`src/rtl/mips_pkg.sv`:
```
// ============================================================================
// mips_pkg : opcodes, functs, FSM states and reset vector for top_level_cpu
// Rev 1.0
// ============================================================================
`default_nettype none

package mips_pkg;

  localparam logic [31:0] RESET_VECTOR_DEFAULT = 32'h0000_0004;

  localparam logic [5:0] OP_RTYPE = 6'h00;
  localparam logic [5:0] OP_ADDIU = 6'h09;
  localparam logic [5:0] OP_SLTI  = 6'h0A;
  localparam logic [5:0] OP_SLTIU = 6'h0B;
  localparam logic [5:0] OP_ANDI  = 6'h0C;
  localparam logic [5:0] OP_ORI   = 6'h0D;
  localparam logic [5:0] OP_XORI  = 6'h0E;
  localparam logic [5:0] OP_LUI   = 6'h0F;
  localparam logic [5:0] OP_LW    = 6'h23;
  localparam logic [5:0] OP_SW    = 6'h2B;

  localparam logic [5:0] FN_SLL  = 6'h00;
  localparam logic [5:0] FN_SRL  = 6'h02;
  localparam logic [5:0] FN_SRA  = 6'h03;
  localparam logic [5:0] FN_JR   = 6'h08;
  localparam logic [5:0] FN_ADDU = 6'h21;
  localparam logic [5:0] FN_SUBU = 6'h23;
  localparam logic [5:0] FN_AND  = 6'h24;
  localparam logic [5:0] FN_OR   = 6'h25;
  localparam logic [5:0] FN_XOR  = 6'h26;
  localparam logic [5:0] FN_SLT  = 6'h2A;
  localparam logic [5:0] FN_SLTU = 6'h2B;

  typedef enum logic [2:0] {
    ST_FETCH = 3'd0,
    ST_EXEC  = 3'd1,
    ST_MEM   = 3'd2,
    ST_WB    = 3'd3,
    ST_HALT  = 3'd4
  } state_e;

endpackage

`default_nettype wire

```
`src/rtl/reg_file.sv`:
```
// ============================================================================
// reg_file : 32x32 GPRs, two async read ports, one sync write port, $2 tap
// Rev 1.0
// ============================================================================
`default_nettype none

module reg_file (
  input  logic        clk,
  input  logic        reset,
  input  logic [4:0]  rs_addr,
  input  logic [4:0]  rt_addr,
  output logic [31:0] rs_data,
  output logic [31:0] rt_data,
  input  logic        we,
  input  logic [4:0]  wr_addr,
  input  logic [31:0] wr_data,
  output logic [31:0] v0
);

  logic [31:0] regs_q [32];

  always_ff @(posedge clk) begin
    if (!reset) begin
      for (int i = 0; i < 32; i++) regs_q[i] <= '0;
    end else if (we && (wr_addr != 5'd0)) begin
      regs_q[wr_addr] <= wr_data;
    end
  end

  assign rs_data = (rs_addr == 5'd0) ? 32'd0 : regs_q[rs_addr];
  assign rt_data = (rt_addr == 5'd0) ? 32'd0 : regs_q[rt_addr];
  assign v0      = regs_q[2];

endmodule

`default_nettype wire

```
`src/rtl/top_level_cpu.sv`:
```
// ============================================================================
// top_level_cpu : multicycle MIPS-subset core with an Avalon-MM master port
// Rev 1.0
// ============================================================================
`default_nettype none

module top_level_cpu #(
  parameter logic [31:0] RESET_VECTOR = mips_pkg::RESET_VECTOR_DEFAULT
) (
  input  logic        clk,
  input  logic        reset,
  output logic        active,
  output logic [31:0] register_v0,
  output logic [31:0] address,
  output logic        write,
  output logic        read,
  input  logic        waitrequest,
  output logic [31:0] writedata,
  output logic [3:0]  byteenable,
  input  logic [31:0] readdata
);

  import mips_pkg::*;

  state_e      state_q, state_d;
  logic [31:0] pc_q, pc_d;
  logic [31:0] ir_q, ir_d;
  logic [31:0] result_q, result_d;
  logic [31:0] target_q, target_d;
  logic        delay_q, delay_d;
  logic [31:0] address_q, address_d;
  logic        read_q, read_d;
  logic        write_q, write_d;
  logic [31:0] writedata_q, writedata_d;
  logic        active_q, active_d;

  logic [5:0]  opcode, funct;
  logic [4:0]  rs, rt, rd, shamt;
  logic [31:0] imm_sext, imm_zext;
  logic [31:0] rs_val, rt_val;
  logic [31:0] alu_res, eff_addr, pc_next;
  logic [4:0]  dest;
  logic        wr_reg, is_lw, is_sw, is_jr, reg_we;

  assign opcode   = ir_q[31:26];
  assign rs       = ir_q[25:21];
  assign rt       = ir_q[20:16];
  assign rd       = ir_q[15:11];
  assign shamt    = ir_q[10:6];
  assign funct    = ir_q[5:0];
  assign imm_sext = {{16{ir_q[15]}}, ir_q[15:0]};
  assign imm_zext = {16'd0, ir_q[15:0]};
  assign eff_addr = rs_val + imm_sext;

  reg_file u_reg_file (
    .clk     (clk),
    .reset   (reset),
    .rs_addr (rs),
    .rt_addr (rt),
    .rs_data (rs_val),
    .rt_data (rt_val),
    .we      (reg_we),
    .wr_addr (dest),
    .wr_data (result_q),
    .v0      (register_v0)
  );

  // Decode and ALU; unknown opcodes/functs leave wr_reg low and act as NOPs.
  always_comb begin
    alu_res = 32'd0;
    dest    = rt;
    wr_reg  = 1'b0;
    is_lw   = 1'b0;
    is_sw   = 1'b0;
    is_jr   = 1'b0;
    case (opcode)
      OP_RTYPE: begin
        dest   = rd;
        wr_reg = 1'b1;
        case (funct)
          FN_ADDU: alu_res = rs_val + rt_val;
          FN_SUBU: alu_res = rs_val - rt_val;
          FN_AND:  alu_res = rs_val & rt_val;
          FN_OR:   alu_res = rs_val | rt_val;
          FN_XOR:  alu_res = rs_val ^ rt_val;
          FN_SLT:  alu_res = {31'd0, $signed(rs_val) < $signed(rt_val)};
          FN_SLTU: alu_res = {31'd0, rs_val < rt_val};
          FN_SLL:  alu_res = rt_val << shamt;
          FN_SRL:  alu_res = rt_val >> shamt;
          FN_SRA:  alu_res = $signed(rt_val) >>> shamt;
          FN_JR: begin
            is_jr  = 1'b1;
            wr_reg = 1'b0;
          end
          default: wr_reg = 1'b0;
        endcase
      end
      OP_ADDIU: begin alu_res = rs_val + imm_sext; wr_reg = 1'b1; end
      OP_SLTI:  begin alu_res = {31'd0, $signed(rs_val) < $signed(imm_sext)}; wr_reg = 1'b1; end
      OP_SLTIU: begin alu_res = {31'd0, rs_val < imm_sext}; wr_reg = 1'b1; end
      OP_ANDI:  begin alu_res = rs_val & imm_zext; wr_reg = 1'b1; end
      OP_ORI:   begin alu_res = rs_val | imm_zext; wr_reg = 1'b1; end
      OP_XORI:  begin alu_res = rs_val ^ imm_zext; wr_reg = 1'b1; end
      OP_LUI:   begin alu_res = {ir_q[15:0], 16'd0}; wr_reg = 1'b1; end
      OP_LW:    begin is_lw = 1'b1; wr_reg = 1'b1; end
      OP_SW:    is_sw = 1'b1;
      default:  wr_reg = 1'b0;
    endcase
  end

  assign pc_next = delay_q ? target_q : (pc_q + 32'd4);

  always_comb begin
    state_d     = state_q;
    pc_d        = pc_q;
    ir_d        = ir_q;
    result_d    = result_q;
    target_d    = target_q;
    delay_d     = delay_q;
    address_d   = address_q;
    read_d      = read_q;
    write_d     = write_q;
    writedata_d = writedata_q;
    active_d    = active_q;
    reg_we      = 1'b0;
    case (state_q)
      ST_FETCH: begin
        // First FETCH cycle after reset has no request out yet; issue it here.
        if (!read_q) begin
          read_d    = 1'b1;
          address_d = pc_q;
        end else if (!waitrequest) begin
          ir_d    = readdata;
          read_d  = 1'b0;
          state_d = ST_EXEC;
        end
      end
      ST_EXEC: begin
        result_d = alu_res;
        if (is_lw || is_sw) begin
          address_d   = {eff_addr[31:2], 2'b00};
          read_d      = is_lw;
          write_d     = is_sw;
          writedata_d = rt_val;
          state_d     = ST_MEM;
        end else begin
          state_d = ST_WB;
        end
      end
      ST_MEM: begin
        if (!waitrequest) begin
          if (is_lw) result_d = readdata;
          read_d  = 1'b0;
          write_d = 1'b0;
          state_d = ST_WB;
        end
      end
      ST_WB: begin
        reg_we  = wr_reg;
        pc_d    = pc_next;
        delay_d = is_jr;
        if (is_jr) target_d = {rs_val[31:2], 2'b00};
        // A finished delay slot heading to address zero ends the program.
        if (delay_q && (target_q == 32'd0)) begin
          state_d  = ST_HALT;
          active_d = 1'b0;
        end else begin
          state_d   = ST_FETCH;
          read_d    = 1'b1;
          address_d = pc_next;
        end
      end
      ST_HALT: begin
        read_d  = 1'b0;
        write_d = 1'b0;
      end
      default: state_d = ST_HALT;
    endcase
  end

  always_ff @(posedge clk) begin
    if (!reset) begin
      state_q     <= ST_FETCH;
      pc_q        <= RESET_VECTOR;
      ir_q        <= '0;
      result_q    <= '0;
      target_q    <= '0;
      delay_q     <= 1'b0;
      address_q   <= RESET_VECTOR;
      read_q      <= 1'b0;
      write_q     <= 1'b0;
      writedata_q <= '0;
      active_q    <= 1'b1;
    end else begin
      state_q     <= state_d;
      pc_q        <= pc_d;
      ir_q        <= ir_d;
      result_q    <= result_d;
      target_q    <= target_d;
      delay_q     <= delay_d;
      address_q   <= address_d;
      read_q      <= read_d;
      write_q     <= write_d;
      writedata_q <= writedata_d;
      active_q    <= active_d;
    end
  end

  assign active     = active_q;
  assign address    = address_q;
  assign read       = read_q;
  assign write      = write_q;
  assign writedata  = writedata_q;
  assign byteenable = 4'b1111;

endmodule

`default_nettype wire

```
`config.mk`:
```
export PLATFORM = sky130hd
export DESIGN_NAME = top_level_cpu
export DESIGN_NICKNAME = d
export VERILOG_FILES = /design/src/rtl/mips_pkg.sv /design/src/rtl/reg_file.sv /design/src/rtl/top_level_cpu.sv
export SDC_FILE = /design/constraint.sdc
export NUM_CORES = 2
export LEC_CHECK = 0
export ABC_AREA = 0
export CORE_MARGIN = 2
export CORE_UTILIZATION = 45
export DETAILED_ROUTE_END_ITERATION = 8
export GPL_TIMING_DRIVEN = 0
export PLACE_DENSITY = 0.58
export SLEW_MARGIN = 0
export SYNTH_ARGS = -nofsm -noshare
export SYNTH_HDL_FRONTEND = slang
export SYNTH_SLANG_ARGS = --single-unit
```
`constraint.sdc`:
```
create_clock -name clk -period 11.8 [get_ports clk]
set_clock_uncertainty 0.05 [all_clocks]
set_input_delay 1.18 -clock clk [delete_from_list [all_inputs] [get_ports clk]]
set_output_delay 1.18 -clock clk [all_outputs]
set_load 0.1 [all_outputs]
```
Word level (Yosys, flattened, before mapping):

Memories as Yosys holds them, arrays and structs flattened. A register that Yosys moved wholly into a read port is not among the register bits.
Index checks and enable logic that the tools add are counted.

* add/sub/neg operators: 4
* magnitude comparators: 4
* eq/ne operators: 30
* shift operators: 3
* mux-type cells: 45
* bitwise gates (word level): 8
* reductions and logical operators: 26

Operators by type and width (count)
* one-hot mux 32 bit (10 select lines): 1
* 2-to-1 mux 32 bit: 9
* one-hot mux 32 bit (8 select lines): 1
* < comparator 32 bit: 3
* one-hot mux 32 bit (3 select lines): 1
* adder 32 bit: 2
* one-hot mux 32 bit (2 select lines): 1
* == test 6 bit (second input constant): 9
* == test 6 x 4 -> 1 bit (second input constant): 8
* adder 32 x 3 -> 32 bit (second input constant): 1
* AND 32 x 16 -> 32 bit: 1
* AND 32 bit: 1
* zero test 32 bit: 1
* < comparator 32 x 16 -> 1 bit: 1
* bitwise OR 32 x 16 -> 32 bit: 1
* bitwise OR 32 bit: 1
* OR reduction 32 bit: 1
* << shifter 32 x 5 -> 32 bit: 1
* >> shifter 32 x 5 -> 32 bit: 1
* >>> shifter 32 x 5 -> 32 bit: 1
* subtractor 32 bit: 1
* bitwise XOR 32 x 16 -> 32 bit: 1
* bitwise XOR 32 bit: 1
* 2-to-1 mux 5 bit: 6
* 25 further kinds: 65

* register bits after elaboration: 197
* memory bits (writable): 1024
* bits of input ports: 35
* output and inout bits: 103
* logic and storage cells: 132
* memories: 1

Memory list
* u_reg_file.regs_q: depth 32, width 32, read ports 3, clocked after memory_dff 2, wr ports 32, line reg_file.sv:20 `logic [31:0] regs_q [32];`

Longest topological paths before layout:

* depth after elaboration: 11
* mapped depth: 29
* gate-level depth less buffers: 20

Cells and area by module:

From an unflattened synthesis, not the netlist that was laid out.

* cell total of the unflattened synthesis: 6768
* area total of the unflattened synthesis: 76392.0 um2

By module, submodules not included
* reg_file: instances 1, cells each 3767, area each 54793.8 um2, sequential area each 30749.5 um2
* top_level_cpu: instances 1, cells each 3001, area each 21598.2 um2, sequential area each 3943.8 um2

Least setup slack after synthesis:

No wires, ideal clock.

* kind: reg-to-reg
* start: register (tool-made name)
* end: register result_q[29]
* setup time: 0.133 ns
* data arrival time: 6.472 ns
* required time: 11.617 ns
* setup slack: 5.144 ns
* stages on the path, launching flop included: 30
* path buffers: 10
* period minus slack after synthesis: 6.656 ns
* cells stage by stage: dfxtp_1 > buf_6 > buf_6 > buf_6 > buf_6 > buf_2 > buf_2 > buf_2 > buf_4 > buf_2 > mux4_2 > mux4_2 > mux2i_1 > nor2_1 > inv_1 > ha_1 > clkbuf_1 > a21o_1 > a21oi_1 > o21bai_1 > or2_2 > maj3_1 > a21oi_1 > or4_1 > o21a_1 > o41ai_4 > a31oi_1 > xnor2_1 > a221oi_1 > a211oi_1

RTL lines
* end signal: assignment: line top_level_cpu.sv:198 `result_q <= result_d;`
* end: declaration: line top_level_cpu.sv:28 `logic [31:0] result_q, result_d;`

==> flow_metrics.env <==
export IMPL_io_pins=138
export IMPL_final_cell_mix="edfxtp_1 (1024), and2_1 (1014), nand2_1 (504)"
export IMPL_syn_inst=6900
export IMPL_worstMarginPinSlew_ps=1630
export IMPL_h_tree_depth=4
export IMPL_hold_violations=0
export IMPL_start_util=0.452
export IMPL_core_area_mm2=0.171
export IMPL_slew_headroom=-0.0922
export IMPL_ctsLongestPathBuffers=3
export IMPL_routed_wirelength_um=427000
export IMPL_ys_ff_latch=1231
export IMPL_drive_gt1_frac=0.135
export IMPL_powerDensity_mw_per_mm2=169
export IMPL_synth_edf_count=1024
export IMPL_grt_pass1_wl_um=562000
export IMPL_arrival_ps=12840
export IMPL_hpwl_um=326000
export IMPL_synth_distinct_cells=118
export IMPL_ys_seq_area_frac=0.450
export IMPL_root_buffer="clkbuf_16"
export IMPL_layout_commonest_cell="edfxtp_1"
export IMPL_dpl_cell_count=9424
export IMPL_io_buffers=132
export IMPL_firstDrtPassIters=8
export IMPL_fin_crit_sh=1.04
export IMPL_end_kind="flop"
export IMPL_violations="capacitance limit, slew limit, setup timing"
export IMPL_wl_per_cell_um=44.0
export IMPL_n_fill_cell=15469
export IMPL_grt_usage=0.478
export IMPL_crit_path_start_kind="flop"
export IMPL_grt_antenna_before_repair=31
export IMPL_instances_no_fill=9698
export IMPL_clk_pin_slew_worst_paths_ps=60
export IMPL_syn_cell_area_mm2=0.0775
export IMPL_fmax_ghz=0.0816
export IMPL_dieArea_mm2=0.176
export IMPL_cp_required_ps=12390
export IMPL_synth_avg_cell_area_um2=11.2
export IMPL_rsz0062_at_grt="false"
export IMPL_finalSetupViolations=9
export IMPL_clk_latency_ps=840
export IMPL_cts_buffers=145
export IMPL_fp_dieW_um=419
export IMPL_run_status="complete, but fails checks"
export IMPL_drt_iter0_drc=11432
export IMPL_placed_cell_area_mm2=0.0832
export IMPL_final_nets=7453
export IMPL_min_path_type="flop to flop"
export IMPL_drc_errors=0
export IMPL_grt_max_degree=33
export IMPL_finalPower_mw=14.9
export IMPL_yosys_warnings=0
export IMPL_overflow=0
export IMPL_die_h_um=419
export IMPL_period_needed_ps=12260
export IMPL_ir_worst_vdd_v=0.000164
export IMPL_final_util=0.513
export IMPL_reg2reg_slack_ps=-460
export IMPL_routed_via_density=7.01
export IMPL_final_cell_area_mm2=0.0880
export IMPL_cts_setup_buffers=0
export IMPL_synthToLayoutAreaGrowth_pct=13.5
export IMPL_dr_total_vias=67953
export IMPL_rows=152
export IMPL_setup_ws_ps=-459
export IMPL_first_global_vias=62948
export IMPL_crit_fanout=10
export IMPL_max_cap_violations=11
export IMPL_cts_tree="done"
export IMPL_async_flop_share=0
export IMPL_gp_congestion=1.12
export IMPL_drtAntennaViolNets=0
export IMPL_cts_sinks=1231
export IMPL_synth_ff_type="edfxtp_1"
export IMPL_path_class="flop to flop"
export IMPL_maxSlewViolCount=57
export IMPL_leakage_nw=30.1
layout make-up:
class / instances / area (µm²) / area share
sequential: 1231 / 34900 / 0.397
clock inverter: 72 / 733 / 0.00833
inverter: 144 / 541 / 0.00614
tap: 2310 / 2890 / 0.0329
multi-input combinational: 4922 / 39700 / 0.451
antenna: 13 / 32.5 / 0.000370
timing repair buffer: 181 / 2310 / 0.0262
buffer: 637 / 2970 / 0.0337
clock buffer: 188 / 3930 / 0.0447
synth_stat cells, types with 18 or more instances:
cell type  count  area [µm²]
a211oi_1      54         405
a21o_1        28         210
a21oi_1      420        2100
a221o_1       20         200
a221oi_1      38         333
a22o_1        23         201
a22oi_1      109         818
a31oi_1       29         181
and2_1      1014        6340
and3_1        36         225
buf_1         40         150
buf_2         63         315
buf_4         34         255
buf_6         25         282
clkbuf_1     462        1730
dfxtp_1      207        4140
edfxtp_1    1024       30700
ha_1         153        1910
inv_1        131         492
mux2_2        25         282
mux2i_1      356        3560
mux4_1        19         499
mux4_2       451       10200
nand2_1      504        1890
nand2b_1      36         225
nand3_1      104         521
nand4_1       33         206
nor2_1       407        1530
nor2b_1       29         181
nor3_1        89         445
nor4_1        28         175
o211ai_1      60         450
o21a_1        18         135
o21ai_0      242        1210
o21ai_1       18        90.1
o21bai_1      33         248
o221ai_1      22         193
o22ai_1       74         463
o31ai_1       39         293
or3_1         26         163
xnor2_1       62         543
xor2_1        20         175
cells by family (layout without fill, tap and decap cells):
logic type	count (synthesis)	count (layout)	synth area share
xor+xnor	82	82	0.00927
simple gates	2388	2388	0.162
compound gates	1401	1401	0.120
fa+ha+maj	163	163	0.0264
mux	852	852	0.187
other cells	2	49	0.0000969
flops	1231	1231	0.450
buf+inv	781	1222	0.0451
path summary, 6_finish.rpt:
check / start / endpoint / cells after the start
max: flop / result_q[18] / 25
min: writedata[3] / writedata[3] / 2
max reg2reg: flop / result_q[18] / 25
min reg2reg: writedata[3] / writedata[3] / 2
critical path, stage by stage (launching register included):
cell	delay, ps
dfxtp_1	350
buf_4	270
buf_4	320
buf_4	300
buf_2	650
buf_2	440
buf_2	470
buf_2	660
clkbuf_1	900
clkbuf_1	1030
mux4_2	440
mux4_2	350
mux2i_1	100
nor2_1	1200
ha_1	550
nor3_1	480
nand2_1	100
o32ai_1	610
or3_1	240
o211ai_1	190
a21oi_1	190
nor2_1	70
xnor2_1	370
nor2_1	140
a2111oi_0	1240
o21ai_1	270
repair_timing:
| item | CTS | global route |
|---|---|---|
| setup endpoints to repair | 2 | 2 |
| hold endpoints to repair | 0 | 0 |
| gates resized for setup | 2 | 1 |
| hold buffers | 0 | 0 |
report_power, final:
group          internal [mW]  switching [mW]  total [mW]  leakage [nW]
registers               4.87           0.216        5.09          12.2
clock network           2.56            2.04        4.60          2.27
logic                   1.38            3.79        5.17          15.6
stage by stage:
step,hold WS [ps],TNS [ps],setup WS (ps)
floorplan,393,0,5140
global placement,392,-188,-94.0
detailed placement,397,-82.7,-82.7
CTS,404,0,316
global route,422,0,8.95
finish,402,-2090,-459
registers in the layout (all words and copies together) (netlist names), 3 cells and up, named ones only:
register and count:
target_q 30, writedata 32, state_q 3, address 32, result_q 32, ir_q 32
u_reg_file.regs_q 1024, pc_q 32
routing by layer:
layer,track usage,part of all wire,vias to the layer above
met5,0.00333,0.00052,-
li1,-,-,26582
met2,0.694,0.42,5716
met3,0.166,0.13,1316
met1,0.591,0.35,34315
met4,0.351,0.089,24
(Power assumes the default switching activity.)
